## src/rtl/snake_pkg.sv

```systemverilog
// -----------------------------------------------------------------------------
// snake_pkg
// Shared definitions for the snake step sequencer:
//   - state_e : controller FSM states, also driven out on o_State
//   - phase_e : datapath phase code carried on o_Phase
//   - default/limit constants for speed and score
//   - state_to_phase : maps a phase state to its phase code
// -----------------------------------------------------------------------------
package snake_pkg;

  localparam int unsigned SPD_W     = 5;
  localparam int unsigned SCORE_W   = 10;
  localparam int unsigned DEF_SPD   = 2;
  localparam int unsigned MAX_SPD   = 31;
  localparam int unsigned SCORE_MAX = 999;

  typedef enum logic [2:0] {
    ST_IDLE  = 3'd0,
    ST_WAIT  = 3'd1,
    ST_HEAD  = 3'd2,
    ST_CHECK = 3'd3,
    ST_ITEM  = 3'd4,
    ST_BODY  = 3'd5,
    ST_PAUSE = 3'd6,
    ST_STOP  = 3'd7
  } state_e;

  typedef enum logic [1:0] {
    PH_HEAD  = 2'd0,
    PH_CHECK = 2'd1,
    PH_ITEM  = 2'd2,
    PH_BODY  = 2'd3
  } phase_e;

  // Non-phase states report HEAD (code 0), the idle value of o_Phase.
  function automatic phase_e state_to_phase(input state_e s);
    case (s)
      ST_CHECK: return PH_CHECK;
      ST_ITEM:  return PH_ITEM;
      ST_BODY:  return PH_BODY;
      default:  return PH_HEAD;
    endcase
  endfunction

endpackage

```

## src/rtl/snake_tick_gen.sv

```systemverilog
// -----------------------------------------------------------------------------
// snake_tick_gen
// Speed-weighted move pacer. While enabled, the accumulator adds the current
// speed each cycle; when acc+speed reaches TICK_MAX a one-cycle tick is issued
// and the accumulator restarts from zero. When disabled the accumulator holds.
// Ports:
//   clk_i, rst_i : clock, asynchronous active-high reset
//   clr_i        : force accumulator to zero (game start)
//   en_i         : accumulate this cycle (controller in WAIT, not paused)
//   speed_i      : increment per enabled cycle
//   tick_o       : one-cycle move pulse
// -----------------------------------------------------------------------------
module snake_tick_gen import snake_pkg::*; #(
  parameter int unsigned TICK_MAX = 25_000_000,
  parameter int unsigned CNT_W    = 25
) (
  input  logic             clk_i,
  input  logic             rst_i,
  input  logic             clr_i,
  input  logic             en_i,
  input  logic [SPD_W-1:0] speed_i,
  output logic             tick_o
);

  localparam int unsigned SUM_W = CNT_W + 1;

  logic [CNT_W-1:0] acc_q, acc_d;
  logic [SUM_W-1:0] sum;

  always_comb begin
    sum    = {1'b0, acc_q} + SUM_W'(speed_i);
    tick_o = en_i && (sum >= SUM_W'(TICK_MAX));
    acc_d  = acc_q;
    if (clr_i || tick_o) begin
      acc_d = '0;
    end else if (en_i) begin
      acc_d = sum[CNT_W-1:0];
    end
  end

  // NOTE: state registers use non-blocking assignments so every flop samples
  // the pre-edge values, independent of process evaluation order.
  always_ff @(posedge clk_i or posedge rst_i) begin
    if (rst_i) acc_q <= '0;
    else       acc_q <= acc_d;
  end

endmodule

```

## src/rtl/snake_step_ctrl.sv

```systemverilog
// -----------------------------------------------------------------------------
// snake_step_ctrl
// Sequencer for one snake game step. A tick from snake_tick_gen starts a step;
// the datapath is then walked through HEAD -> CHECK -> (ITEM) -> BODY with a
// req/ack handshake (transfer = o_Req && i_Ack). Also owns speed boost, score,
// pause, start seed and game-over.
// Ports:
//   i_Clk, i_Rst : clock, asynchronous active-high reset
//   i_Start      : any joystick press; leaves IDLE and captures the seed
//   i_Pause      : pause request, honoured only in WAIT/PAUSE
//   i_Ack        : datapath finished the current phase
//   i_Eat/i_Dead : CHECK result, sampled only on the CHECK transfer
//   o_Req        : phase request, decoded from state
//   o_Phase      : 0 HEAD, 1 CHECK, 2 ITEM, 3 BODY
//   o_Speed      : current speed, o_Score : saturating score (max 999)
//   o_Seed       : free-run count captured at start
//   o_State      : FSM state, o_GameOver : high in STOP
//   o_Err        : sticky phase timeout
// Build option: define SNAKE_PHASE_TIMEOUT_EN to add a per-phase watchdog
// (parameter TIMEOUT); otherwise phases wait forever and o_Err is tied 0.
// -----------------------------------------------------------------------------
module snake_step_ctrl #(
  parameter int unsigned TICK_MAX    = 25_000_000,
  parameter int unsigned CNT_W       = 25,
  parameter int unsigned DEF_SPD     = snake_pkg::DEF_SPD,
  parameter int unsigned MAX_SPD     = snake_pkg::MAX_SPD,
  parameter int unsigned BOOST_STEPS = 16
`ifdef SNAKE_PHASE_TIMEOUT_EN
  , parameter int unsigned TIMEOUT   = 255
`endif
) (
  input  logic             i_Clk,
  input  logic             i_Rst,
  input  logic             i_Start,
  input  logic             i_Pause,
  input  logic             i_Ack,
  input  logic             i_Eat,
  input  logic             i_Dead,
  output logic             o_Req,
  output logic [1:0]       o_Phase,
  output logic [4:0]       o_Speed,
  output logic [9:0]       o_Score,
  output logic [CNT_W-1:0] o_Seed,
  output logic [2:0]       o_State,
  output logic             o_GameOver,
  output logic             o_Err
);

  import snake_pkg::*;

  localparam int unsigned BW = $clog2(BOOST_STEPS + 1);
  localparam logic [SPD_W-1:0]   SPD_DEF_L  = SPD_W'(DEF_SPD);
  localparam logic [SPD_W-1:0]   SPD_MAX_L  = SPD_W'(MAX_SPD);
  localparam logic [SCORE_W-1:0] SCORE_MAX_L = SCORE_W'(SCORE_MAX);

  state_e             state_q, state_d;
  logic [SPD_W-1:0]   speed_q, speed_d;
  logic [SCORE_W-1:0] score_q, score_d;
  logic [BW-1:0]      boost_q, boost_d, boost_inc;
  logic [CNT_W-1:0]   free_q, free_d, seed_q, seed_d;
  logic [SCORE_W:0]   score_sum;
  logic               req, tick, timeout;

  assign req = (state_q == ST_HEAD) || (state_q == ST_CHECK) ||
               (state_q == ST_ITEM) || (state_q == ST_BODY);

  snake_tick_gen #(
    .TICK_MAX (TICK_MAX),
    .CNT_W    (CNT_W)
  ) u_tick (
    .clk_i   (i_Clk),
    .rst_i   (i_Rst),
    .clr_i   ((state_q == ST_IDLE) && i_Start),
    .en_i    ((state_q == ST_WAIT) && !i_Pause),
    .speed_i (speed_q),
    .tick_o  (tick)
  );

`ifdef SNAKE_PHASE_TIMEOUT_EN
  localparam int unsigned TW = $clog2(TIMEOUT + 1);
  logic [TW-1:0] timer_q, timer_d;
  logic          err_q;

  // Counts stalled cycles of the current phase; any ack (phase change) or
  // non-phase state restarts it, so each phase entry begins at zero.
  always_comb begin
    timer_d = '0;
    timeout = 1'b0;
    if (req && !i_Ack) begin
      timer_d = timer_q + 1'b1;
      timeout = (timer_d == TW'(TIMEOUT));
    end
  end

  always_ff @(posedge i_Clk or posedge i_Rst) begin
    if (i_Rst) begin
      timer_q <= '0;
      err_q   <= 1'b0;
    end else begin
      timer_q <= timer_d;
      err_q   <= err_q | timeout;
    end
  end

  assign o_Err = err_q;
`else
  assign timeout = 1'b0;
  assign o_Err   = 1'b0;
`endif

  always_comb begin
    // NOTE: every combinational output is given a default first so no path
    // through the case leaves it unassigned, which would infer a latch.
    state_d   = state_q;
    speed_d   = speed_q;
    score_d   = score_q;
    boost_d   = boost_q;
    seed_d    = seed_q;
    free_d    = free_q;
    boost_inc = boost_q + 1'b1;
    score_sum = {1'b0, score_q} + (SCORE_W + 1)'(speed_q >> 1);

    case (state_q)
      ST_IDLE: begin
        free_d = free_q + 1'b1;
        if (i_Start) begin
          seed_d  = free_q;
          state_d = ST_WAIT;
        end
      end
      // Pause wins over a same-cycle tick; the tick gen is disabled too.
      ST_WAIT:  if (i_Pause) state_d = ST_PAUSE;
                else if (tick) state_d = ST_HEAD;
      ST_PAUSE: if (!i_Pause) state_d = ST_WAIT;
      ST_HEAD:  if (i_Ack) state_d = ST_CHECK;
      ST_CHECK: begin
        if (i_Ack) begin
          if (i_Dead) begin
            state_d = ST_STOP;
          end else if (i_Eat) begin
            state_d = ST_ITEM;
            // Score uses the speed before this eat's increment.
            score_d = (score_sum > {1'b0, SCORE_MAX_L}) ? SCORE_MAX_L
                                                         : score_sum[SCORE_W-1:0];
            speed_d = (speed_q >= SPD_MAX_L) ? speed_q : speed_q + 1'b1;
            boost_d = '0;
          end else begin
            state_d = ST_BODY;
          end
        end
      end
      ST_ITEM:  if (i_Ack) state_d = ST_BODY;
      ST_BODY: begin
        if (i_Ack) begin
          state_d = ST_WAIT;
          // Boost window counts every completed step, even at default speed.
          if (boost_inc == BW'(BOOST_STEPS)) begin
            speed_d = SPD_DEF_L;
            boost_d = '0;
          end else begin
            boost_d = boost_inc;
          end
        end
      end
      default: state_d = ST_STOP;
    endcase

    if (timeout) state_d = ST_STOP;
  end

  always_ff @(posedge i_Clk or posedge i_Rst) begin
    if (i_Rst) begin
      state_q <= ST_IDLE;
      speed_q <= SPD_DEF_L;
      score_q <= '0;
      boost_q <= '0;
      seed_q  <= '0;
      free_q  <= '0;
    end else begin
      state_q <= state_d;
      speed_q <= speed_d;
      score_q <= score_d;
      boost_q <= boost_d;
      seed_q  <= seed_d;
      free_q  <= free_d;
    end
  end

  assign o_Req      = req;
  assign o_Phase    = state_to_phase(state_q);
  assign o_Speed    = speed_q;
  assign o_Score    = score_q;
  assign o_Seed     = seed_q;
  assign o_State    = state_q;
  assign o_GameOver = (state_q == ST_STOP);

endmodule

```

## config.mk

```make
export PLATFORM = sky130hd
export DESIGN_NAME = snake_step_ctrl
export DESIGN_NICKNAME = d
export VERILOG_FILES = /design/src/rtl/snake_pkg.sv /design/src/rtl/snake_tick_gen.sv /design/src/rtl/snake_step_ctrl.sv
export SDC_FILE = /design/constraint.sdc
export NUM_CORES = 1
export LEC_CHECK = 0
export CAP_MARGIN = 20
export CORE_MARGIN = 3
export CORE_UTILIZATION = 50
export CTS_BUF_LIST = sky130_fd_sc_hd__clkbuf_4 sky130_fd_sc_hd__clkbuf_8 sky130_fd_sc_hd__clkbuf_16
export DETAILED_ROUTE_END_ITERATION = 10
export PLACE_DENSITY = 0.71
export SLEW_MARGIN = 25
export SYNTH_ARGS = -nofsm -noshare
export SYNTH_HDL_FRONTEND = slang
export SYNTH_SLANG_ARGS = --single-unit
```

## constraint.sdc

```tcl
create_clock -name i_Clk -period 6.4 [get_ports i_Clk]
set_input_delay 1.28 -clock i_Clk [delete_from_list [all_inputs] [get_ports i_Clk]]
set_output_delay 1.28 -clock i_Clk [all_outputs]
set_load 0.01 [all_outputs]
```

==> results of run 1 <==
cells by family (layout without fill, tap and decap cells):
group	after synthesis	after routing	share of synthesized area, %
mux	26	26	5.125
flops	98	98	42.95
xor+xnor	35	35	5.366
fa+ha+maj	18	18	4.205
buf+inv	53	95	4.314
simple gates	217	217	19.27
other cells	1	1	0.06564
compound gates	150	150	18.70
critical path, delay by kind of cell, from the launching register on:
family | cells | cell delay (ns)
compound gates | 7 | 2.56
fa+ha+maj | 2 | 0.68
flops | 1 | 0.44
simple gates | 1 | 0.21
registers in the layout, summed over array words and instances (netlist names):
signal	flops
free_q	25
o_State	3
o_Seed	25
boost_q	5
o_Score	10
u_tick.acc_q	25
o_Speed	5
power groups by stage:
stage          sequential [mW]  combinational (mW)  clock [mW]
2_1_floorplan            0.880               0.762           0
3_3_place_gp             0.922                1.03           0
3_5_place_dp             0.928                1.06           0
4_1_cts                  0.918                1.07       0.538
5_1_grt                  0.947                1.20       0.565
6_report                 0.923                1.07       0.524
synthesized netlist by cell type, drive strengths merged (16+ instances only):
cell type   n  area (µm²)
dfrtp      97        2427
nand2      60       225.2
nor2       43       161.4
nand3      31       160.1
o21ai      30       168.9
xnor2      28       245.2
a21oi      27       138.9
mux2       26       292.8
inv        23       86.33
o211ai     20       155.1
nor3       18       100.1
ha         16       200.2
nand4      16       115.1
final timing paths:
kind,from,endpoint
max,o_Speed[0],o_State[1]
max reg2reg,o_Speed[0],o_State[1]
min,free_q[24],free_q[24]
min reg2reg,free_q[24],free_q[24]
max in group asynchronous,i_Rst,boost_q[4]
min in group asynchronous,i_Rst,o_Seed[8]
stage by stage:
step / hold slack (ns) / setup slack, ns / util (%)
2_1_floorplan: 0.4418 / 2.560 / -
3_3_place_gp: 0.4727 / 2.229 / 57.21
3_5_place_dp: 0.4648 / 2.051 / 57.21
4_1_cts: 0.4776 / 2.037 / 59.84
5_1_grt: 0.5127 / 2.104 / 60.07
6_report: 0.4714 / 2.373 / 60.07
routing by layer:
metal  global-route usage [%]  vias to the layer above
li1                         -                     2268
met1                    28.89                     2327
met2                    34.36                      125
met3                    4.920                       17
met4                    6.891                        0
met5                        0                        -
final cells by class:
type / instances / area share (%)
clock buffers: 10 / 3.622
clock inverters: 6 / 0.7586
inverters: 23 / 1.346
multi-input cells: 447 / 46.05
flip-flops and latches: 98 / 37.19
well taps: 140 / 2.655
repair buffers: 56 / 8.382
==> results.cfg, run 1 <==
[status]
status = finished, final reports clean

[pwr]
p_sw_mw = 1.044
seqPwrFrac_pct = 36.6
power.density_nw_per_um2 = 381.7
switching_share_pct = 41.47
p_int_mw = 1.474
power.total_mw = 2.518
p_clk_share_pct = 20.8
ir_drop_mv = 0.2729
power_leakage_nw = 2.768
combPwrFrac_pct = 42.6

[placement]
gp_congestion = 0.8936
placed_cell_area_um2 = 6284
hpwl_um = 9137
port_buffers = 53
placed_cells = 764

[drt]
via_per_inst = 6.073
highest_layer = met4
wl_met2_um = 6353
wl_met3_um = 672
drtAntennaViolNets = 0
dr.pass1.iters = 5
drt_iter0_drc = 334
vias = 4737
drt_drc_violations_left = 0
wl_um = 13060
drt-met1-wl_um = 5833
wl_per_cell_um = 16.75

[cells_and_area]
final_cell_mix = dfrtp_1 (97), nand2_1 (60), clkdlybuf4s50_1 (53)
layout_commonest_cell = dfrtp_1
layout-drive-gt1-share_pct = 10.78
final_area_um2 = 6598
n_antenna_cell = 0
instances_no_fill = 780
multi_input_comb_area_um2 = 3038
fin_nets = 660
seq_area_um2 = 2454
n_fill_cell = 942
syn_to_final_growth_pct = 15.48

[global_routing]
grt_pass1_wl_um = 22460
antenna_found_initial = 0
gr-total-overflow = 0
grt_pass1_vias = 4680
grt_usage_pct = 21.40
grt_max_degree = 51

[timing]
fin_crit_ns = 4.027
max_slew_margin_pct = 47.37
worst_slew_pin_slew_ns = 0.7875
drv_slew = 0
max_freq_mhz = 248.3
rsz0062_at_grt = false
skew_ns = 0.007591
finalHoldViolations = 0
setup-violations-final = 0
finalCritPeriodShare_pct = 62.92
setup_tns_ns = 0

[clock_network]
clk_pin_slew_worst_paths_ns = 0.07
clk_latency_ns = 0.35
clk_path_buf_depth = 2
cts_resized = 0
h-tree-depth = 3
cts.hold.buffers_added = 0
post_cts_buffers = 0
cts-root-buf = clkbuf_16
cts_buffers = 9
cts_tree = done
clock_sinks = 98

[synthesis]
synthesis.nets = 623
syn_area_per_cell_um2 = 9.553
syn-cell-area_um2 = 5713
ys_ff_latch = 98
synth_edf_count = 0
syn_inst = 598
async_reset_ff_share_pct = 100.0
yosysWarnings = 0
synth_seq_area_share_pct = 42.95
synth_top_flop_cell = dfrtp_1
synth_cell_type_count = 73

[setup_path]
critPathSlowestCell = a31oi_4
path_max_fanout = 20
rr_worst_depth = 10
criticalPathCategory = reg -> reg
crit_path_frequent_cell = a211oi_1
path_cells = ha_1 -> fa_1 -> a211oi_1 -> o21a_1 -> nor2_1 -> a211oi_1 -> o221ai_1 -> a31oi_4 -> o21ai_2 -> a32o_1
regToRegSetupSlack_ns = 2.37
cp-start-kind = flip-flop
max_stage_delay_ns = 0.63
crit_arrival_ns = 4.26
critPathRequiredTime_ns = 6.64
setup.worst_path.end_class = flip-flop

[die]
die_w_um = 112.9
start_util_pct = 52.02
dieArea_um2 = 12740
placementRows = 38
core_area_um2 = 10980
ios = 55
die-height_um = 112.9

[min_path]
whs_path_depth = 1
min_path_type = reg -> reg

[job]
drv_cap = 0
Note: power is estimated with default switching activity, not from simulation.
==> run 2, diff against run 1 <==
==> constraint.sdc (replaced) <==
create_clock -name i_Clk -period 3.9 [get_ports i_Clk]
set_input_delay 0.78 -clock i_Clk [delete_from_list [all_inputs] [get_ports i_Clk]]
set_output_delay 0.78 -clock i_Clk [all_outputs]
set_load 0.01 [all_outputs]
==> run 2 against run 1 <==
- first-iteration DRC count grew 2.4%
- worst hold slack gained 0.013 ns
- global-route usage grew 1.1 points
- clock skew is essentially flat
- sequential share of layout area shrank 0.40 points
- critical path depth is the same
- power grew 69%
- sequential power grew 63%
- critical path type unchanged
==> results.cfg, run 2 (synthesis gave the netlist of run 1 again) <==
[status]
status = finished, final reports clean

[placement]
placed_cell_area_um2 = 6356
placed_cells = 772
port_buffers = 53
gp_congestion = 0.9604
hpwl_um = 9617

[die]
dieArea_um2 = 12740
start_util_pct = 52.02
die_w_um = 112.9
ios = 55
core_area_um2 = 10980
placementRows = 38
die-height_um = 112.9

[setup_path]
criticalPathCategory = reg -> reg
path_max_fanout = 14
crit_arrival_ns = 3.76
setup.worst_path.end_class = flip-flop
critPathRequiredTime_ns = 4.17
cp-start-kind = flip-flop

[cells_and_area]
n_antenna_cell = 0
fin_nets = 668
final_area_um2 = 6669
layout_commonest_cell = dfrtp_1
layout-drive-gt1-share_pct = 11.73
syn_to_final_growth_pct = 16.73
instances_no_fill = 788
n_fill_cell = 924
final_cell_mix = dfrtp_1 (97), nand2_1 (60), clkdlybuf4s50_1 (53)

[drt]
wl_per_cell_um = 17.45
drtAntennaViolNets = 0
dr.pass1.iters = 5
vias = 4796
via_per_inst = 6.086
drt_drc_violations_left = 0
drt_iter0_drc = 342
wl_um = 13750

[timing]
finalHoldViolations = 0
max_freq_mhz = 287.1
fin_crit_ns = 3.483
rsz0062_at_grt = false
whs_ns = 0.4847
max_slew_margin_pct = 51.94
finalCritPeriodShare_pct = 89.31
drv_slew = 0
setup_tns_ns = 0
skew_ns = 0.008020
setup-violations-final = 0
worst_slew_pin_slew_ns = 0.7154

[global_routing]
grt_max_degree = 53
grt_pass1_vias = 4704
grt_pass1_wl_um = 23450
gr-total-overflow = 0
antenna_found_initial = 0
grt_usage_pct = 22.48

[clock_network]
cts-root-buf = clkbuf_16
clk_latency_ns = 0.35
cts_resized = 0
clk_pin_slew_worst_paths_ns = 0.07
h-tree-depth = 3
clock_sinks = 98
clk_path_buf_depth = 2
cts.hold.buffers_added = 0
post_cts_buffers = 0
cts_tree = done
cts_buffers = 9

[pwr]
power_leakage_nw = 2.819
power.density_nw_per_um2 = 639.7
ir_drop_mv = 0.3651

[job]
drv_cap = 0

[min_path]
min_path_type = reg -> reg
run 2: path summary, 6_finish.rpt:
check | startpoint | endpoint | slack (ns) | cells after the start
min reg2reg | free_q[24] | free_q[24] | 0.48 | 1
max | o_Speed[1] | u_tick.acc_q[11] | 0.42 | 10
max in group asynchronous | i_Rst | u_tick.acc_q[17] | 2.34 | 3
max reg2reg | o_Speed[1] | u_tick.acc_q[11] | 0.42 | 10
min in group asynchronous | i_Rst | o_Seed[6] | 0.85 | 2
min | free_q[24] | free_q[24] | 0.48 | 1
run 2: layout make-up:
cell class / instances / area [µm²] / share of cell area, %
inverter: 23 / 88.84 / 1.332
multi-input combinational: 447 / 3018 / 45.25
tap: 140 / 175.2 / 2.627
clock buffer: 10 / 232.7 / 3.490
sequential: 98 / 2454 / 36.79
clock inverter: 6 / 75.07 / 1.126
timing repair buffer: 64 / 625.6 / 9.381
run 2: metrics by stage:
stage / util [%] / power (mW) / worst slack [ns]
floorplan: - / 2.694 / 0.5596
global placement: 57.87 / 3.261 / 0.5220
detailed placement: 57.87 / 3.317 / 0.3581
CTS: 60.67 / 4.261 / 0.3460
global route: 60.72 / 4.560 / 0.1946
finish: 60.72 / 4.266 / 0.4171
run 2: worst max-delay path, stage by stage, from the launching register on:
cell and delay, ns:
dfstp_2 0.62, ha_1 0.27, a21oi_1 0.31, o221a_1 0.52, nor3_1 0.11, a311oi_1 0.36
nand3_1 0.17, a31oi_2 0.41, buf_4 0.30, o211ai_1 0.12, a22oi_1 0.20
run 2: report_power, final:
group,internal [mW],switching [mW],total (mW)
Combinational,0.797,1.04,1.84
Clock,0.514,0.416,0.930
Sequential,1.21,0.293,1.50
run 2: routing by layer:
metal / wire length (µm) / global-route usage [%]
met5: 0 / 0
met4: 345 / 10.34
met3: 736 / 3.636
met2: 6382 / 34.76
met1: 6288 / 31.18
